## config.mk

```make
export PLATFORM = sky130hd
export DESIGN_NAME = ili_spi_byte_tx_flat
export DESIGN_NICKNAME = d
export VERILOG_FILES = /design/src/rtl/ili_pkg.sv /design/src/rtl/ili_spi_byte_tx_if.sv /design/src/rtl/ili_spi_tick_gen.sv /design/src/rtl/ili_spi_byte_tx.sv /design/src/flat_wrapper.sv
export SDC_FILE = /design/constraint.sdc
export NUM_CORES = 1
export LEC_CHECK = 0
export ABC_AREA = 0
export CORE_MARGIN = 3
export CORE_UTILIZATION = 50
export CTS_CLUSTER_DIAMETER = 80
export DETAILED_ROUTE_END_ITERATION = 12
export MAX_ROUTING_LAYER = met4
export PLACE_DENSITY = 0.75
export SLEW_MARGIN = 20
export SYNTH_ARGS = -nofsm -noshare
export SYNTH_HDL_FRONTEND = slang
export SYNTH_SLANG_ARGS = --single-unit
```

## constraint.sdc

```tcl
create_clock -name clk -period 2 [get_ports clk]
set_clock_uncertainty 0.15 [all_clocks]
set_input_delay 0.3 -clock clk [delete_from_list [all_inputs] [get_ports clk]]
set_output_delay 0.3 -clock clk [all_outputs]
set_load 0.005 [all_outputs]
```

## src/rtl/ili_pkg.sv

```systemverilog
// Shared ILI9341 link package: FSM encoding and link-wide constants.
// Imported by the SPI byte transmitter and the init/pixel sequencers.
package ili_pkg;

  typedef enum logic [1:0] {
    IDLE,
    SETUP,
    SHIFT,
    HOLD
  } ili_state_e;

  localparam logic LOW  = 1'b0;
  localparam logic HIGH = 1'b1;
  localparam logic OFF  = 1'b0;
  localparam logic ON   = 1'b1;

  localparam int ILI_WORD_W = 8;

  localparam logic [ILI_WORD_W-1:0] NO_DATA = '0;

endpackage

```

## src/rtl/ili_spi_byte_tx_if.sv

```systemverilog
// Send/done handshake plus display SPI pins of the byte transmitter.
// master: sequencer side (drives i_*); slave: transmitter (drives o_*).
interface ili_spi_byte_tx_if
  import ili_pkg::*;
#(
  parameter int DATA_W = ILI_WORD_W
);

  logic              i_send;
  logic [DATA_W-1:0] i_data;
  logic              i_dc;
  logic              o_busy;
  logic              o_sent;
  logic              o_sclk;
  logic              o_mosi;
  logic              o_dc;
  logic              o_cs;

  modport master (
    output i_send, i_data, i_dc,
    input  o_busy, o_sent, o_sclk,
    input  o_mosi, o_dc, o_cs
  );

  modport slave (
    input  i_send, i_data, i_dc,
    output o_busy, o_sent, o_sclk,
    output o_mosi, o_dc, o_cs
  );

endinterface

```

## src/rtl/ili_spi_tick_gen.sv

```systemverilog
// SCLK half-period tick: counts CLK_DIV-1 down to 0 while en is high.
// Ports: clk, rst (async low), en, tick (now), tick_next (next cycle).
module ili_spi_tick_gen
  import ili_pkg::*;
#(
  parameter int CLK_DIV = 4
) (
  input  logic clk,
  input  logic rst,
  input  logic en,
  output logic tick,
  output logic tick_next
);

  localparam logic [7:0] RELOAD = 8'(CLK_DIV - 1);

  logic [7:0] cnt;
  logic [7:0] cnt_nxt;

  assign tick = en && (cnt == 8'd0);

  always_comb begin
    cnt_nxt = RELOAD;
    if (en && cnt != 8'd0)
      cnt_nxt = cnt - 8'd1;
  end

  // Assumes en stays high; only consulted mid-transfer.
  assign tick_next = (cnt_nxt == 8'd0);

  always_ff @(posedge clk or negedge rst) begin
    if (!rst)
      cnt <= RELOAD;
    else
      cnt <= cnt_nxt;
  end

endmodule

```

## src/rtl/ili_spi_byte_tx.sv

```systemverilog
// ILI9341 SPI byte transmitter: mode 0, MSB first, CS low, done pulse.
// Ports: clk, rst (async low), bus (slave). Option: ILI_SPI_BURST_EN.
module ili_spi_byte_tx
  import ili_pkg::*;
#(
  parameter int CLK_DIV = 4,
  parameter int DATA_W  = ILI_WORD_W
) (
  input  logic               clk,
  input  logic               rst,
  ili_spi_byte_tx_if.slave   bus
);

  localparam int BW = (DATA_W > 1) ? $clog2(DATA_W) : 1;

  ili_state_e        state;
  logic [DATA_W-1:0] shreg;
  logic [BW-1:0]     bit_cnt;
  logic              tick;
  logic              tick_next;

  ili_spi_tick_gen #(
    .CLK_DIV (CLK_DIV)
  ) u_tick (
    .clk       (clk),
    .rst       (rst),
    .en        (state != IDLE),
    .tick      (tick),
    .tick_next (tick_next)
  );

  always_ff @(posedge clk or negedge rst) begin
    if (!rst) begin
      state      <= IDLE;
      shreg      <= NO_DATA;
      bit_cnt    <= '0;
      bus.o_busy <= OFF;
      bus.o_sent <= OFF;
      bus.o_sclk <= LOW;
      bus.o_mosi <= LOW;
      bus.o_dc   <= HIGH;
      bus.o_cs   <= HIGH;
    end else begin
      bus.o_sent <= OFF;
      unique case (state)
        IDLE: begin
          bus.o_cs   <= HIGH;
          bus.o_sclk <= LOW;
          if (bus.i_send) begin
            shreg      <= bus.i_data;
            bus.o_mosi <= bus.i_data[DATA_W-1];
            bus.o_dc   <= bus.i_dc;
            bus.o_cs   <= LOW;
            bus.o_busy <= ON;
            state      <= SETUP;
          end
        end
        SETUP: begin
          if (tick) begin
            bit_cnt <= BW'(DATA_W - 1);
            state   <= SHIFT;
          end
        end
        SHIFT: begin
          if (tick) begin
            if (!bus.o_sclk) begin
              bus.o_sclk <= HIGH;
            end else begin
              bus.o_sclk <= LOW;
              if (bit_cnt != '0) begin
                shreg      <= {shreg[DATA_W-2:0], 1'b0};
                bus.o_mosi <= shreg[DATA_W-2];
                bit_cnt    <= bit_cnt - 1'b1;
              end else begin
                state      <= HOLD;
                // CLK_DIV = 1: HOLD is a single tick cycle
                bus.o_sent <= tick_next;
              end
            end
          end
        end
        HOLD: begin
          if (!tick) begin
            // raise o_sent so it lands on the tick cycle
            bus.o_sent <= tick_next;
          end else begin
`ifdef ILI_SPI_BURST_EN
            if (bus.i_send) begin
              shreg      <= bus.i_data;
              bus.o_mosi <= bus.i_data[DATA_W-1];
              bus.o_dc   <= bus.i_dc;
              bit_cnt    <= BW'(DATA_W - 1);
              state      <= SHIFT;
            end else begin
              bus.o_cs   <= HIGH;
              bus.o_busy <= OFF;
              state      <= IDLE;
            end
`else
            bus.o_cs   <= HIGH;
            bus.o_busy <= OFF;
            state      <= IDLE;
`endif
          end
        end
        default: state <= IDLE;
      endcase
    end
  end

endmodule

```

## src/flat_wrapper.sv

```systemverilog
// flat-port wrapper written by rule: the top's interface ports become plain ports
module ili_spi_byte_tx_flat import ili_pkg::*;
#(
  parameter int CLK_DIV = 4,
  parameter int DATA_W  = ILI_WORD_W
)
  (clk, rst, bus_i_send, bus_i_data, bus_i_dc, bus_o_busy, bus_o_sent, bus_o_sclk, bus_o_mosi, bus_o_dc, bus_o_cs);
  ili_spi_byte_tx_if #(.DATA_W(DATA_W)) bus_i ();
  input  logic clk;
  input  logic rst;
  input wire logic [$bits(bus_i.i_send)-1:0] bus_i_send;
  input wire logic [$bits(bus_i.i_data)-1:0] bus_i_data;
  input wire logic [$bits(bus_i.i_dc)-1:0] bus_i_dc;
  output wire logic [$bits(bus_i.o_busy)-1:0] bus_o_busy;
  output wire logic [$bits(bus_i.o_sent)-1:0] bus_o_sent;
  output wire logic [$bits(bus_i.o_sclk)-1:0] bus_o_sclk;
  output wire logic [$bits(bus_i.o_mosi)-1:0] bus_o_mosi;
  output wire logic [$bits(bus_i.o_dc)-1:0] bus_o_dc;
  output wire logic [$bits(bus_i.o_cs)-1:0] bus_o_cs;
  assign bus_i.i_send = bus_i_send;
  assign bus_i.i_data = bus_i_data;
  assign bus_i.i_dc = bus_i_dc;
  assign bus_o_busy = bus_i.o_busy;
  assign bus_o_sent = bus_i.o_sent;
  assign bus_o_sclk = bus_i.o_sclk;
  assign bus_o_mosi = bus_i.o_mosi;
  assign bus_o_dc = bus_i.o_dc;
  assign bus_o_cs = bus_i.o_cs;
  ili_spi_byte_tx #(.CLK_DIV(CLK_DIV), .DATA_W(DATA_W)) u_core (.clk(clk), .rst(rst), .bus(bus_i));
endmodule
```

## Yosys cells after proc, flatten, opt, wreduce, memory -nomap -nowiden

Index checks and enable logic that the tools add are counted.

- Bits in writable memories: 0
- Memories kept: 0
- Logic and storage cells: 77
- Flip-flop bits (word level): 26
- Bits in latches: 0
- Input bits: 12
- Bits in read-only memories: 0
- Output and inout port bits: 6

- Shifts and indexed selects: 0
- Divide/modulo/power cells: 0
- Reduce and logical (&&, ||, !) cells: 18
- Add/sub/neg operators: 2
- $mul: 0
- Order comparisons: 0
- Equality and inequality tests: 10
- Bitwise logic cells: 0
- Muxes and demuxes: 37

Operators by type and width:

| kind | number |
|---|---|
| 7-bit two-way mux | 4 |
| 8-bit zero test | 2 |
| 1-bit two-way mux | 14 |
| 7-bit one-hot mux with 2 select lines | 1 |
| 2-bit two-way mux | 6 |
| 3-bit two-way mux | 4 |
| 2-bit by 1-bit inequality test with 1-bit output, second input constant | 5 |
| 1-bit one-hot mux with 2 select lines | 5 |
| 5-bit AND reduction | 2 |
| 8-bit two-way mux | 1 |
| 2-bit one-hot mux with 4 select lines | 1 |
| 2-bit nonzero test | 4 |
| 8-bit nonzero test | 1 |
| 8-bit by 1-bit subtractor with 8-bit output, second input constant | 1 |
| 3-bit one-hot mux with 2 select lines | 1 |
| 2-bit AND reduction | 3 |
| 6-bit AND reduction | 1 |
| 2-bit equality test, second input constant | 2 |
| 2-bit inequality test, second input constant | 2 |
| 3-bit AND reduction | 1 |
| 3-bit nonzero test | 1 |
| 3-bit by 1-bit subtractor with 3-bit output, second input constant | 1 |
| 2-bit by 1-bit equality test with 1-bit output, second input constant | 1 |
| 1-bit logical AND | 2 |
| 2-bit zero test | 1 |

## Logic depth before layout (Yosys ltp)

- Depth in word-level cells: 8
- Gate-level depth with buffers: 8
- Gate-level depth less buffers: 6

## Cells and area by module

From an unflattened synthesis, not the netlist that was laid out.

- Cells, all modules: 137
- Area, all modules: 1492.7 µm²

By module, submodules not included:

| module | area each (µm²) | seq. area each (µm²) | instances | cells an instance |
|---|---|---|---|---|
| ili_spi_byte_tx | 1023.5 | 452.9 | 1 | 92 |
| ili_spi_tick_gen | 469.2 | 202.7 | 1 | 45 |

## Least setup slack after synthesis

Ideal clock, no wire load.

- Path type: register to register
- Start: reg u_core.u_tick.cnt[0]
- End: reg u_core.bus.o_mosi
- Data required time: 1725 ps
- Arrival: 1715 ps
- Setup time: 125 ps
- Buffers on the path: 0
- Setup slack: 10 ps
- Cell stages (with the launch flop): 7
- Clock period less this slack: 1990 ps
- Path through: dfstp_2 -> inv_1 -> ha_1 -> nor4b_4 -> nand2_2 -> o31ai_4 -> mux2_2

- Word-level cells in the longest chain between the ends: 4

RTL lines:

| item | RTL line | source |
|---|---|---|
| start, declared | ili_spi_tick_gen.sv:17 | `logic [7:0] cnt;` |
| start signal, assigned | ili_spi_tick_gen.sv:35 | `cnt <= cnt_nxt;` |
| 8-bit zero test | ili_spi_tick_gen.sv:20 | `assign tick = en && (cnt == 8'd0);` |
| 1-bit logical AND | ili_spi_tick_gen.sv:20 |  |
| 2-bit by 1-bit inequality test with 1-bit output (no line) | n/a |  |
| 5-bit AND reduction (no line) | n/a |  |
| end signal, assigned | ili_spi_byte_tx.sv:51 | `bus.o_mosi <= bus.i_data[DATA_W-1];` |
| end signal, assigned | ili_spi_byte_tx.sv:72 | `bus.o_mosi <= shreg[DATA_W-2];` |
| end, declared | ili_spi_byte_tx_if.sv:28 | `output o_mosi, o_dc, o_cs` |

Every way passes these cells.
A chain may end at the register's enable or synchronous reset.

## Worst setup path after layout

- Start: reg u_core.u_tick.cnt[5]
- End: reg u_core.bus.o_sent

- Word-level cells in the longest chain between the ends: 8
- Elaborated cells on any way between the ends: 12
- Classes of those cells: add/sub: 1; mux: 6; reduce/logical: 5

RTL lines:

| item | RTL line | source |
|---|---|---|
| branches (longest 2 deep; another with 8-bit by 1-bit subtractor with 8-bit output) | n/a |  |
| 8-bit two-way mux (*) | ili_spi_tick_gen.sv:24 | `if (en && cnt != 8'd0)` |
| named net u_core.u_tick.cnt_nxt[7] | ili_spi_tick_gen.sv:18 | `logic [7:0] cnt_nxt;` |
| 8-bit zero test (*) | ili_spi_tick_gen.sv:29 | `assign tick_next = (cnt_nxt == 8'd0);` |
| 1-bit two-way mux | ili_spi_byte_tx.sv:70 | `if (bit_cnt != '0) begin` |
| 1-bit two-way mux | ili_spi_byte_tx.sv:66 | `if (!bus.o_sclk) begin` |
| 1-bit two-way mux | ili_spi_byte_tx.sv:65 | `if (tick) begin` |
| 1-bit one-hot mux with 2 select lines (*) | ili_spi_byte_tx.sv:45 | `unique case (state)` |
| end signal, assigned | ili_spi_byte_tx.sv:77 | `bus.o_sent <= tick_next;` |
| end signal, assigned | ili_spi_byte_tx.sv:85 | `bus.o_sent <= tick_next;` |
| end, declared | ili_spi_byte_tx_if.sv:27 | `output o_busy, o_sent, o_sclk,` |

Mark *: on every way through the listed nets, which the timed path passes.

==> flow_summary.json <==
{
  "status": "complete, no violations",
  "final_cell_mix": "20 x buf_4, 20 x dfrtp_1, 17 x clkdlybuf4s50_1",
  "initialDrtViolationCount": 85,
  "fp.dieArea_um2": 3800,
  "die_y_um": 61.7,
  "synth_seq_cells": 26,
  "ff2ff_path_depth": 4,
  "ys.flop_type": "dfrtp_1",
  "core_area_um2": 2850,
  "utilization_pct": 70.3,
  "post-route-min-period_ns": 1.97,
  "wirelength_mm": 3.30,
  "die_width_um": 61.7,
  "grt_pass1_wl_mm": 5.26,
  "synth_xor_area_share_pct": 3.39,
  "synthCells": 146,
  "synth_top_family_by_area": "simple AND/OR/NAND/NOR gates",
  "drcViolationCount": 0,
  "min_path_type": "in2async",
  "place_area_um2": 1870,
  "rr_endpoint": "u_core.bus.o_sent",
  "synth_edf_count": 0,
  "clk_path_buf_depth": 2,
  "numCtsBuffers": 3,
  "hold_violations": 0,
  "cp_slowest_stage_delay_ns": 0.55,
  "worst_setup_path_end_kind": "flip-flop",
  "fin_nets": 206,
  "syn_area_um2": 1550,
  "grt_antenna_before_repair": 0,
  "clkTransAtPathRegs_ns": 0.14,
  "clkPwrFrac_pct": 39.1,
  "startpoint_type": "flip-flop",
  "crit_top_cell": "or4_4",
  "crit_type": "reg2reg",
  "gp_congestion": 0.881,
  "dr.pass1.iters": 4,
  "synth_mux_area_share_pct": 12.9,
  "peakVddDrop_mv": 0.335,
  "rsz0062_at_grt": "yes",
  "initial_core_util_pct": 54.3,
  "use_met3_pct": 2.52,
  "grt.met2_usage_pct": 34.4,
  "antenna_cells": 0,
  "cts_tree": "done",
  "place_ws_ns": -0.0271,
  "track_usage_pct": 19.3,
  "routed-via-count": 1212,
  "setup_slack_ns": 0.0339,
  "use_met1_pct": 21.7,
  "ys_warn_count": 0,
  "clk_latency_ns": 0.33,
  "tightest_slew_ns": 0.337,
  "switching_share_pct": 19.1,
  "slew_violations": 0,
  "p_seq_share_pct": 56.6,
  "p_int_uw": 754,
  "syn_area_per_cell_um2": 10.6,
  "p_comb_share_pct": 4.3,
  "holdBufCountCts": 0,
  "fin_crit_sh_pct": 98.3,
  "grt_overflow_total": 0,
  "reg2reg_setup_slack_ns": 0.03,
  "synth_fp_nets": 167,
  "whs_ns": 0.166,
  "maxCapViolCount": 0,
  "htree_levels": 1,
  "final_area_um2": 2000,
  "setup.worst_path.start": "u_core.u_tick.cnt[5]",
  "grt_start_max_net_pins": 27,
  "io_buffers": 17,
  "fmax_mhz": 509,
  "yosysSeqAreaShare_pct": 42.3,
  "synth_adder_area_share_pct": 7.26,
  "fillers": 206,
  "via_per_inst": 5.64,
  "route.antenna.remaining_nets": 0,
  "power_density_nw_per_um2": 465,
  "r2r-start": "u_core.u_tick.cnt[5]",
  "ys_types": 42,
  "p_leak_nw": 0.910,
  "crit_end": "u_core.bus.o_sent",
  "cts_num_sinks": 26,
  "crit_path_top_delay_cell": "or4_4",
  "multiInputGateArea_um2": 886,
  "synthToLayoutAreaGrowth_pct": 29.3,
  "setup_viol_count_final": 0,
  "cp_max_fo": 6,
  "ios": 18,
  "hpwl_mm": 2.48,
  "finalSetupTns_ns": 0,
  "seqCellArea_um2": 658,
  "busiest_layer": "met2",
  "drive_gt1_share_pct": 34.8,
  "synth_compound_area_share_pct": 12.2,
  "wire_per_inst_um": 15.3,
  "switching_power_uw": 178,
  "cts-root-buf": "clkbuf_4",
  "grt_pass1_vias": 1206,
  "async_flop_share_pct": 100,
  "relSlewSlack_pct": 77.5,
  "cp.required_ns": 2.07,
  "synthSimpleGateAreaFrac_pct": 18.3,
  "crit_arrival_ns": 2.04,
  "cp_cell_sequence": "or4_4 > or4_4 > a21oi_4 > nor4_1",
  "num_rows": 19
}
flip-flops by register name, indices dropped and copies added, names as in the netlist, 2 cells and up:
| name | cells |
|---|---|
| u_core.u_tick.cnt | 8 |
| u_core.shreg | 7 |
| u_core.bit_cnt | 3 |
| u_core.state | 2 |
timing repair:
action,4_1_cts,5_1_grt
pin swaps,3,2
setup endpoints to repair,8,11
gates resized for setup,3,12
setup buffers,0,4
cell usage after synthesis, types with 2 or more instances:
cell type / count / area (um2)
mux2i_1: 2 / 20.0
xnor2_1: 4 / 35.0
nand3b_1: 2 / 15.0
dfrtp_1: 22 / 551
dfstp_2: 4 / 105
nand2_1: 9 / 33.8
nor3_1: 5 / 25.0
nand2b_1: 2 / 12.5
o211ai_1: 2 / 15.0
o21ai_0: 6 / 30.0
mux2_2: 16 / 180
inv_1: 10 / 37.5
or4_1: 2 / 15.0
buf_2: 3 / 15.0
a22o_1: 2 / 17.5
nor2b_1: 2 / 12.5
a211oi_1: 2 / 15.0
nor2_1: 12 / 45.0
ha_1: 9 / 113
a21oi_1: 5 / 25.0
nor4_1: 2 / 12.5
nand3_1: 2 / 10.0
xor2_1: 2 / 17.5
worst max-delay path: cells and delay by family (launching register included):
family / cells / cell delay, ns
simple gates: 3 / 1.06
flops: 1 / 0.48
compound gates: 1 / 0.16
final cells by class:
class / count / area share (%)
Multi-Input combinational cell: 106 / 44.2
Sequential cell: 26 / 32.8
Timing Repair Buffer: 38 / 16.5
Tap cell: 31 / 1.94
Inverter: 10 / 1.87
Clock inverter: 1 / 1.50
Clock buffer: 3 / 1.12
stage by stage:
stage	total power [mW]	instances
after global routing	0.970	215
after global placement	0.578	207
final	0.933	215
after floorplan	0.540	146
after detailed placement	0.578	207
after CTS	0.952	211
logic make-up after synthesis:
family / count (synthesis)
mux: 18
compound gates: 26
flops: 26
fa+ha+maj: 9
simple gates: 47
buf+inv: 14
xor+xnor: 6
power groups by stage:
stage               Clock [mW]  Combinational, mW  Sequential, mW
CTS                      0.383             0.0412           0.528
finish                   0.365             0.0400           0.528
global route             0.398             0.0433           0.528
global placement             0             0.0403           0.537
floorplan                    0            0.00246           0.537
detailed placement           0             0.0410           0.537
layer usage:
metal  wire length, um  vias up
met5                 0        -
met4                48        0
met3                69        5
met2              1750       14
met1              1430      594
li1                  -      599
worst min path at each step:
stage	from	cells past startpoint	slack, ns	end
2_1_floorplan	rst	0	-0.15	u_core.bit_cnt[0]
3_3_place_gp	u_core.shreg[3]	1	0.33	u_core.shreg[3]
3_5_place_dp	u_core.shreg[3]	1	0.35	u_core.shreg[3]
5_1_grt	rst	2	0.17	u_core.u_tick.cnt[3]
4_1_cts	rst	2	0.16	u_core.u_tick.cnt[3]
6_report	rst	2	0.17	u_core.u_tick.cnt[3]
(Power assumes the default switching activity.)
